File: config.mk
export PLATFORM = sky130hd
export DESIGN_NAME = sc_req_arbiter
export DESIGN_NICKNAME = d
export VERILOG_FILES = /design/src/rtl/sc_req_arbiter.sv
export SDC_FILE = /design/constraint.sdc
export NUM_CORES = 1
export LEC_CHECK = 0
export CELL_PAD_IN_SITES_DETAIL_PLACEMENT = 0
export CELL_PAD_IN_SITES_GLOBAL_PLACEMENT = 2
export CORE_AREA = 2 2 319 321
export CTS_CLUSTER_SIZE = 16
export DETAILED_ROUTE_END_ITERATION = 12
export DIE_AREA = 0 0 321 323
export DONT_BUFFER_PORTS = 1
export GPL_ROUTABILITY_DRIVEN = 1
export PLACE_DENSITY_LB_ADDON = 0.1
export SLEW_MARGIN = 5
export SYNTH_ARGS = -nofsm -noshare
export SYNTH_HDL_FRONTEND = slang
export SYNTH_SLANG_ARGS = --single-unit
File: constraint.sdc
create_clock -name clk -period 2.05 [get_ports clk]
set_input_delay 0.205 -clock clk [delete_from_list [all_inputs] [get_ports clk]]
set_output_delay 0.205 -clock clk [all_outputs]
set_load 0.02 [all_outputs]
File: src/rtl/sc_req_arbiter.sv
// sc_req_arbiter: round-robin arbiter that shares the bridge's single sc_*
// request port among NUM_REQ requesters. It runs one transaction at a time
// (grant, issue, wait, respond). A watchdog stops a hung downstream
// transaction from holding the arbiter forever.
module sc_req_arbiter #(
  parameter int NUM_REQ        = 4,
  parameter int DATA_WIDTH     = 64,
  parameter int ADDR_WIDTH     = 40,
  parameter int ID_WIDTH       = 12,
  parameter int TIMEOUT_CYCLES = 1024,
  localparam int GW            = (NUM_REQ > 1) ? $clog2(NUM_REQ) : 1
) (
  input  logic                             clk,
  input  logic                             rst_n,
  input  logic [NUM_REQ-1:0]               req_valid,
  output logic [NUM_REQ-1:0]               req_ready,
  input  logic [NUM_REQ*ADDR_WIDTH-1:0]    req_addr,
  input  logic [NUM_REQ*DATA_WIDTH-1:0]    req_wdata,
  input  logic [NUM_REQ*(DATA_WIDTH/8)-1:0] req_wstrb,
  input  logic [NUM_REQ-1:0]               req_we,
  input  logic [NUM_REQ*ID_WIDTH-1:0]      req_id,
  input  logic [NUM_REQ*8-1:0]             req_len,
  output logic [NUM_REQ-1:0]               rsp_valid,
  output logic [DATA_WIDTH-1:0]            rsp_rdata,
  output logic                             rsp_err,
  output logic                             m_valid,
  input  logic                             m_ready,
  output logic [ADDR_WIDTH-1:0]            m_addr,
  output logic [DATA_WIDTH-1:0]            m_wdata,
  output logic [DATA_WIDTH/8-1:0]          m_wstrb,
  output logic                             m_we,
  output logic [ID_WIDTH-1:0]              m_id,
  output logic [7:0]                       m_len,
  input  logic [DATA_WIDTH-1:0]            m_rdata,
  input  logic                             m_done,
  output logic                             busy,
  output logic [GW-1:0]                    grant_idx
);

  localparam int SW = DATA_WIDTH / 8;
  localparam int CW = (TIMEOUT_CYCLES > 0) ? $clog2(TIMEOUT_CYCLES + 1) : 1;
  localparam logic [CW-1:0] CNT_LIM = (TIMEOUT_CYCLES > 0) ? CW'(TIMEOUT_CYCLES - 1) : '0;

  localparam logic [1:0] S_IDLE  = 2'd0;
  localparam logic [1:0] S_ISSUE = 2'd1;
  localparam logic [1:0] S_WAIT  = 2'd2;
  localparam logic [1:0] S_RESP  = 2'd3;

  logic [1:0]    state;
  logic [GW-1:0] last;
  logic [CW-1:0] cnt;
  logic          nxt_found;
  logic [GW-1:0] nxt_grant;
  logic [GW-1:0] cand;

  logic [ADDR_WIDTH-1:0] addr_a  [NUM_REQ];
  logic [DATA_WIDTH-1:0] wdata_a [NUM_REQ];
  logic [SW-1:0]         wstrb_a [NUM_REQ];
  logic [ID_WIDTH-1:0]   id_a    [NUM_REQ];
  logic [7:0]            len_a   [NUM_REQ];

  for (genvar i = 0; i < NUM_REQ; i++) begin : g_unpack
    assign addr_a[i]  = req_addr[i*ADDR_WIDTH +: ADDR_WIDTH];
    assign wdata_a[i] = req_wdata[i*DATA_WIDTH +: DATA_WIDTH];
    assign wstrb_a[i] = req_wstrb[i*SW +: SW];
    assign id_a[i]    = req_id[i*ID_WIDTH +: ID_WIDTH];
    assign len_a[i]   = req_len[i*8 +: 8];
  end

  assign m_addr  = addr_a[grant_idx];
  assign m_wdata = wdata_a[grant_idx];
  assign m_wstrb = wstrb_a[grant_idx];
  assign m_we    = req_we[grant_idx];
  assign m_id    = id_a[grant_idx];
  assign m_len   = len_a[grant_idx];
  assign m_valid = (state == S_ISSUE);
  assign busy    = (state != S_IDLE);

  // Round-robin search: first asserted requester after the last grant.
  always_comb begin
    nxt_found = 1'b0;
    nxt_grant = '0;
    cand      = '0;
    for (int unsigned i = 1; i <= NUM_REQ; i++) begin
      cand = GW'((32'(last) + i) % NUM_REQ);
      if (!nxt_found && req_valid[cand]) begin
        nxt_found = 1'b1;
        nxt_grant = cand;
      end
    end
  end

  // Accept strobe and response pulse steered to the granted requester.
  always_comb begin
    req_ready = '0;
    rsp_valid = '0;
    if (state == S_ISSUE && m_ready) req_ready[grant_idx] = 1'b1;
    if (state == S_RESP)             rsp_valid[grant_idx] = 1'b1;
  end

  // Transaction sequencer with saturating completion watchdog.
  always_ff @(posedge clk or negedge rst_n) begin
    if (!rst_n) begin
      state     <= S_IDLE;
      grant_idx <= '0;
      last      <= GW'(NUM_REQ - 1);
      cnt       <= '0;
      rsp_rdata <= '0;
      rsp_err   <= 1'b0;
    end else begin
      case (state)
        S_IDLE: begin
          if (nxt_found) begin
            grant_idx <= nxt_grant;
            last      <= nxt_grant;
            state     <= S_ISSUE;
          end
        end
        S_ISSUE: begin
          if (m_ready) begin
            cnt   <= '0;
            state <= S_WAIT;
          end
        end
        S_WAIT: begin
          if (cnt != '1) cnt <= cnt + 1'b1;
          if (m_done) begin
            rsp_rdata <= m_rdata;
            rsp_err   <= 1'b0;
            state     <= S_RESP;
          end else if (TIMEOUT_CYCLES != 0 && cnt == CNT_LIM) begin
            rsp_rdata <= '0;
            rsp_err   <= 1'b1;
            state     <= S_RESP;
          end
        end
        default: state <= S_IDLE;
      endcase
    end
  end

`ifndef SYNTHESIS
  // Granted requester must hold its request until accepted.
  a_hold_valid: assert property (@(posedge clk) disable iff (!rst_n)
    (state == S_ISSUE) |-> req_valid[grant_idx])
    else $error("req_valid dropped while waiting for req_ready");
`endif

endmodule

==> results of run 1 <==
metrics by stage:
| step | power [mW] | utilization (%) | setup TNS, ns | instance area (um2) |
|---|---|---|---|---|
| floorplan | 10.6 | - | 0 | 6650 |
| CTS | 17.1 | 9.77 | -13.15 | 9840 |
| global placement | 14.0 | 8.44 | 0 | 8500 |
| global route | 18.1 | 10.0 | -12.91 | 10100 |
| finish | 17.2 | 10.1 | -3.38 | 10200 |
| detailed placement | 14.0 | 8.44 | 0 | 8500 |
registers in the layout, indices dropped and copies added (netlist names):
name       count
cnt           11
state          2
rsp_rdata     64
rsp_err        1
grant_idx      2
last           2
synth_stat cells, types with 3 or more instances:
cell type    n  area (um2)
nor2_1      14        52.6
nand2b_1     5        31.3
buf_2       22         110
clkbuf_1    15        56.3
a41oi_1      3        26.3
a31oi_1      6        37.5
o21ai_0      5        25.0
buf_1        7        26.3
a22o_1      64         561
nand3_1      4        20.0
inv_1        7        26.3
nand2_1     13        48.8
ha_1         5        62.6
nor3_1       3        15.0
mux4_2     133        3000
and2_1       3        18.8
nor3b_1      4        30.0
dfrtp_1     80        2000
a21oi_1      6        30.0
timing repair:
item	4_1_cts	5_1_grt
resized for setup	20	23
endpoints found under the setup margin	129	134
hold endpoints to repair	148	82
gates cloned	7	6
pin swaps	0	3
setup buffers	7	3
power by group:
| group | switching [mW] | internal, mW |
|---|---|---|
| registers | 1.42 | 2.34 |
| logic | 6.85 | 4.76 |
| clock network | 0.798 | 1.01 |
| total | 9.06 | 8.12 |
metal layers:
layer	vias to the layer above	share of wire, %	GRT usage, %
met2	719	50	23.2
li1	2185	-	-
met3	203	15	7.92
met5	-	0.41	0
met1	3229	31	13.2
met4	44	3.6	5.95
cell usage in the layout (no fill, tap or decap), types with 9 or more instances in the layout:
cell           count
mux4_2           133
dfrtp_1           78
dlygate4sd3_1     65
a22o_1            64
diode_2           53
buf_4             28
clkbuf_16         14
nor2_1            12
nand2_1           12
buf_16            10
buf_12             9
path summary, 6_finish.rpt:
kind / from / end / slack [ns] / depth (start not counted)
setup / recovery: grant_idx[0] / m_len[7] / -0.07 / 3
hold / removal: rst_n / rsp_rdata[29] / -0.49 / 0
setup reg to reg: state[0] / cnt[0] / 0.16 / 6
hold reg to reg: last[1] / last[1] / 0.51 / 2
max in group asynchronous: rst_n / last[0] / 2.29 / 0
min in group clk: m_ready / cnt[8] / 0.10 / 2
cell type report:
cell class / count / area, um2 / area share, %
diodes: 53 / 133 / 1.30
clock buffers: 12 / 256 / 2.52
clock inverters: 3 / 47.5 / 0.467
inverters: 7 / 30.0 / 0.295
multi-input cells: 311 / 4410 / 43.3
flip-flops and latches: 82 / 2060 / 20.3
well taps: 1309 / 1640 / 16.1
repair buffers: 127 / 1600 / 15.7
cells by family after synthesis:
group,Yosys count
xor+xnor,2
compound gates,99
fa+ha+maj,5
flops,82
mux,139
buf+inv,55
simple gates,66
==> impl_metrics.yaml, run 1 <==
outcome:
  status: "complete, but fails checks"
  violations: "hold timing, setup timing"
pwr:
  p_leak_nw: 3.42
  ir_worst_vdd_uv: 625
  power_density_nw_per_um2: 1690
logic_synthesis:
  synthMuxAreaShare_pct: 46.1
  netlist_area_um2: 6650
  synth_warnings: 0
  async_flop_share_pct: 100
  synth_flop_cell: "dfrtp_1"
  syn_inst: 448
  ys_ff_latch: 82
  synthSimpleGateAreaFrac_pct: 5.85
  synth_top_family_by_area: "multiplexers"
  ys_seq_area_share_pct: 30.9
  synth_xor_area_share_pct: 0.263
  synth-edff-count: 0
  syn_nets: 1057
  ys_types: 56
  synth_compound_area_share_pct: 12.1
  avgSynthCellArea_um2: 14.8
  synth_fa_ha_area_share_pct: 0.941
sta:
  rsz0062_at_grt: "true"
  fmax_ghz: 0.472
  timing.final.ws_setup_ns: -0.0686
  tightest_slew_ns: 0.440
  finalHoldViolCount: 82
  finalMaxSlewViolations: 0
  fin_crit_ns: 2.12
  finalCritPeriodShare_pct: 103
  hold_ws_ns: -0.486
  finalSetupViolations: 111
  slew_headroom_pct: 70.3
  finClkSkew_ns: 0.0181
worst_setup_path:
  critPathArrivalTime_ns: 1.91
  crit_buf_inv: 2
  start_kind: "flip-flop"
  worstPathCellList: "buf_12 -> bufbuf_16 -> mux4_2"
  crit_type: "flip-flop to primary output"
  critPathMaxFanout: 5
  cp.required_ns: 1.85
  slowest_stage: "mux4_2"
  worstSetupEndpointType: "primary output"
  critPathTopFamily: "multiplexers"
  cpPeakStageDelay_ns: 0.63
place:
  place_inst: 1750
  pre_cts_ws_ns: 0.143
  portBuffers: 0
  dp_hpwl_um: 64700
  gp_congestion: 1.11
detailed_routing:
  num_vias: 6380
  via_per_inst: 3.35
  ant_nets: 0
  drc: 0
  first_pass_iters: 4
  post_drt_wl_per_cell_um: 39.3
  drt_iter0_markers: 593
  wirelength_um: 74900
grt:
  grt_usage_pct: 13.6
  gr-total-overflow: 0
  grt_antenna_before_repair: 108
  grt_max_degree: 83
  grt_pass1_vias: 6320
  grt_pass1_wl_um: 86800
cells_and_area:
  layout.cells.non_filler: 1904
  fill_cells: 11479
  drive_gt1_share_pct: 44.1
  nNetsFinal: 1147
  area_delta_synth_final_pct: 53.0
floorplanning:
  start_util_pct: 6.60
  die-area_um2: 104000
  num_rows: 117
  ios: 814
  core_area_um2: 101000
  die_w_um: 321
  die_h_um: 323
cts:
  clockBufferDepth: 2
  hold_buffers: 65
  clk_pin_slew_worst_paths_ns: 0.08
  clock_sinks: 82
  numCtsBuffers: 9
  clockRootBuffer: "clkbuf_16"
  cts_tree: "done"
  htree_levels: 3
  insertion_delay_ns: 0.38
min_path:
  worstHoldPathType: "input port to asynchronous set/reset pin"
run:
  drv_cap: 0
No activity file was read; power rests on OpenSTA's default activity.
==> inputs of run 2 (changes only) <==
- CORE_AREA: 2 2 319 321 -> 8 8 307 309
- DIE_AREA: 0 0 321 323 -> 0 0 315 317
- REMOVE_ABC_BUFFERS: not set -> 1
- clock period: 2.05 -> 2.3 ns (I/O delays scaled with it)
==> run 2 against run 1 <==
- the run now ends clean
- sequential share of layout area increased by 2.0 points
- routed wire length down 10%
- clock skew fell by 0.0024 ns
- design area is 8.9% lower
- worst setup slack better by 0.13 ns
- hold slack better by 0.52 ns
- first-iteration DRC count fell by 26%
- power is 21% lower
- clock-buffer cell count shrank 1
- combinational power down 27%
- critical endpoint is now m_wstrb[6]
- largest power group unchanged
==> impl_metrics.yaml, run 2 (same netlist as run 1, synthesis figures left out) <==
detailed_routing:
  wl_met3_um: 10700
  met2WireLength_um: 33000
  via_per_inst: 3.36
  dr.max_layer_used: "met5"
  drt_iter0_markers: 441
  ant_nets: 0
  post_drt_wl_per_cell_um: 38.9
  wl_met1_um: 21200
  num_vias: 5778
  wirelength_um: 67100
  drc: 0
  first_pass_iters: 4
worst_setup_path:
  start_kind: "flip-flop"
  critPathArrivalTime_ns: 2.01
  regToRegEndpoint: "cnt[0]"
  crit_type: "flip-flop to primary output"
  cp.required_ns: 2.07
  reg2reg_depth: 6
  worstSetupEndpointType: "primary output"
  r2r-start: "state[0]"
  regToRegSetupSlack_ns: 0.39
  critPathMaxFanout: 40
pwr:
  total_power_mw: 13.5
  p_leak_nw: 3.08
  ir_worst_vdd_uv: 488
  power_density_nw_per_um2: 1460
min_path:
  worstHoldStart: "m_rdata[36]"
  whs_endpoint: "rsp_rdata[36]"
  min_path_cells: 1
  worstHoldPathType: "input port to flip-flop"
grt:
  grt_antenna_before_repair: 98
  grt_usage_pct: 12.5
  gr-total-overflow: 0
  grt_max_degree: 83
  grt_pass1_wl_um: 79400
  grt_pass1_vias: 6011
sta:
  slew_headroom_pct: 64.2
  finalSetupViolations: 0
  timing.final.ws_setup_ns: 0.0566
  finalMaxSlewViolations: 0
  fin_crit_ns: 2.24
  tightest_slew_ns: 0.530
  finalHoldViolCount: 0
  finalCritPeriodShare_pct: 97.5
  fmax_ghz: 0.446
  tns_ns: 0
  hold_ws_ns: 0.0327
  finClkSkew_ns: 0.0157
  rsz0062_at_grt: "true"
run:
  drv_cap: 0
cts:
  clockBufferDepth: 2
  cts_setup_buffers: 0
  numCtsBuffers: 9
  htree_levels: 3
  cts_tree: "done"
  clockRootBuffer: "clkbuf_16"
  insertion_delay_ns: 0.36
  clk_pin_slew_worst_paths_ns: 0.07
  clock_sinks: 82
place:
  place_inst: 1602
  dp_hpwl_um: 61600
  dpl_cell_area_um2: 8220
  portBuffers: 0
  gp_congestion: 0.853
  pre_cts_ws_ns: 0.343
cells_and_area:
  fill_cells: 10061
  multiInputGateArea_um2: 4340
  nNetsFinal: 1106
  layout_common_cells: "mux4_2 (133), dfrtp_1 (78), a22o_1 (64), dlygate4sd3_1 (59), buf_4 (15)"
  top_register: "rsp_rdata"
  largest_reg_flops: 64
  layout.cells.non_filler: 1722
  fin_util_pct: 10.4
  area_delta_synth_final_pct: 39.4
  seq_area_um2: 2060
  final_common_cell: "mux4_2"
  top_regs: "rsp_rdata: 64 flops, cnt: 11 flops"
  stdcell_area_um2: 9270
  drive_gt1_share_pct: 39.3
floorplanning:
  die-area_um2: 99900
  die_w_um: 315
  start_util_pct: 7.45
  num_rows: 110
  die_h_um: 317
  core_area_um2: 89300
  ios: 814
outcome:
  status: "complete, no violations"
==> run 2: changes by cell type in the layout (fill, tap and decap cells not counted), sizes merged <==
cell | previous run | this run
buf | 55 | 27
bufbuf | 2 | 0
clkbuf | 17 | 11
clkinv | 1 | 2
diode | 53 | 45
dlygate4sd3 | 65 | 59
==> run 2: area by class of cell <==
class,count,area share (%)
Antenna cell,45,1.21
Inverter,7,0.283
Tap cell,1176,15.9
Multi-Input combinational cell,311,46.9
Clock buffer,11,2.73
Sequential cell,82,22.2
Timing Repair Buffer,86,10.2
Clock inverter,4,0.553
==> run 2: worst max path at each step <==
stage            startpoint      endpoint  slack, ns  cells after the start
6_report       grant_idx[0]    m_wstrb[6]       0.06                      2
3_5_place_dp   grant_idx[0]   m_wdata[12]       0.34                      2
3_3_place_gp       state[0]        cnt[0]       0.37                      6
5_1_grt        grant_idx[0]    m_wstrb[6]      -0.09                      2
4_1_cts        grant_idx[0]    m_wstrb[6]      -0.05                      2
2_1_floorplan  grant_idx[0]  rsp_valid[1]      -4.47                      2
==> run 2: timing repair <==
item / CTS / global route
endpoints found under the hold margin: 140 / 0
setup endpoints to repair: 13 / 21
hold buffers: 60 / 0
resized for setup: 2 / 0
==> run 2: report_power, final <==
part           leakage (nW)  internal (mW)  switching, mW  total [mW]
registers              1.03           2.08           1.46        3.54
logic                  1.90           3.31           5.11        8.42
clock network         0.148          0.896          0.649        1.55
total                  3.08           6.29           7.22        13.5
==> run 2: worst max-delay path, cell delays in order (launching register included) <==
cell and delay, ns:
dfrtp_4 0.56, buf_16 0.30, mux4_2 0.72
==> run 2: per-layer routing <==
layer,up-vias,GRT usage [%]
li1,2088,-
met1,2834,12.1
met2,697,21.5
met3,151,8.33
met4,8,3.96
met5,-,0
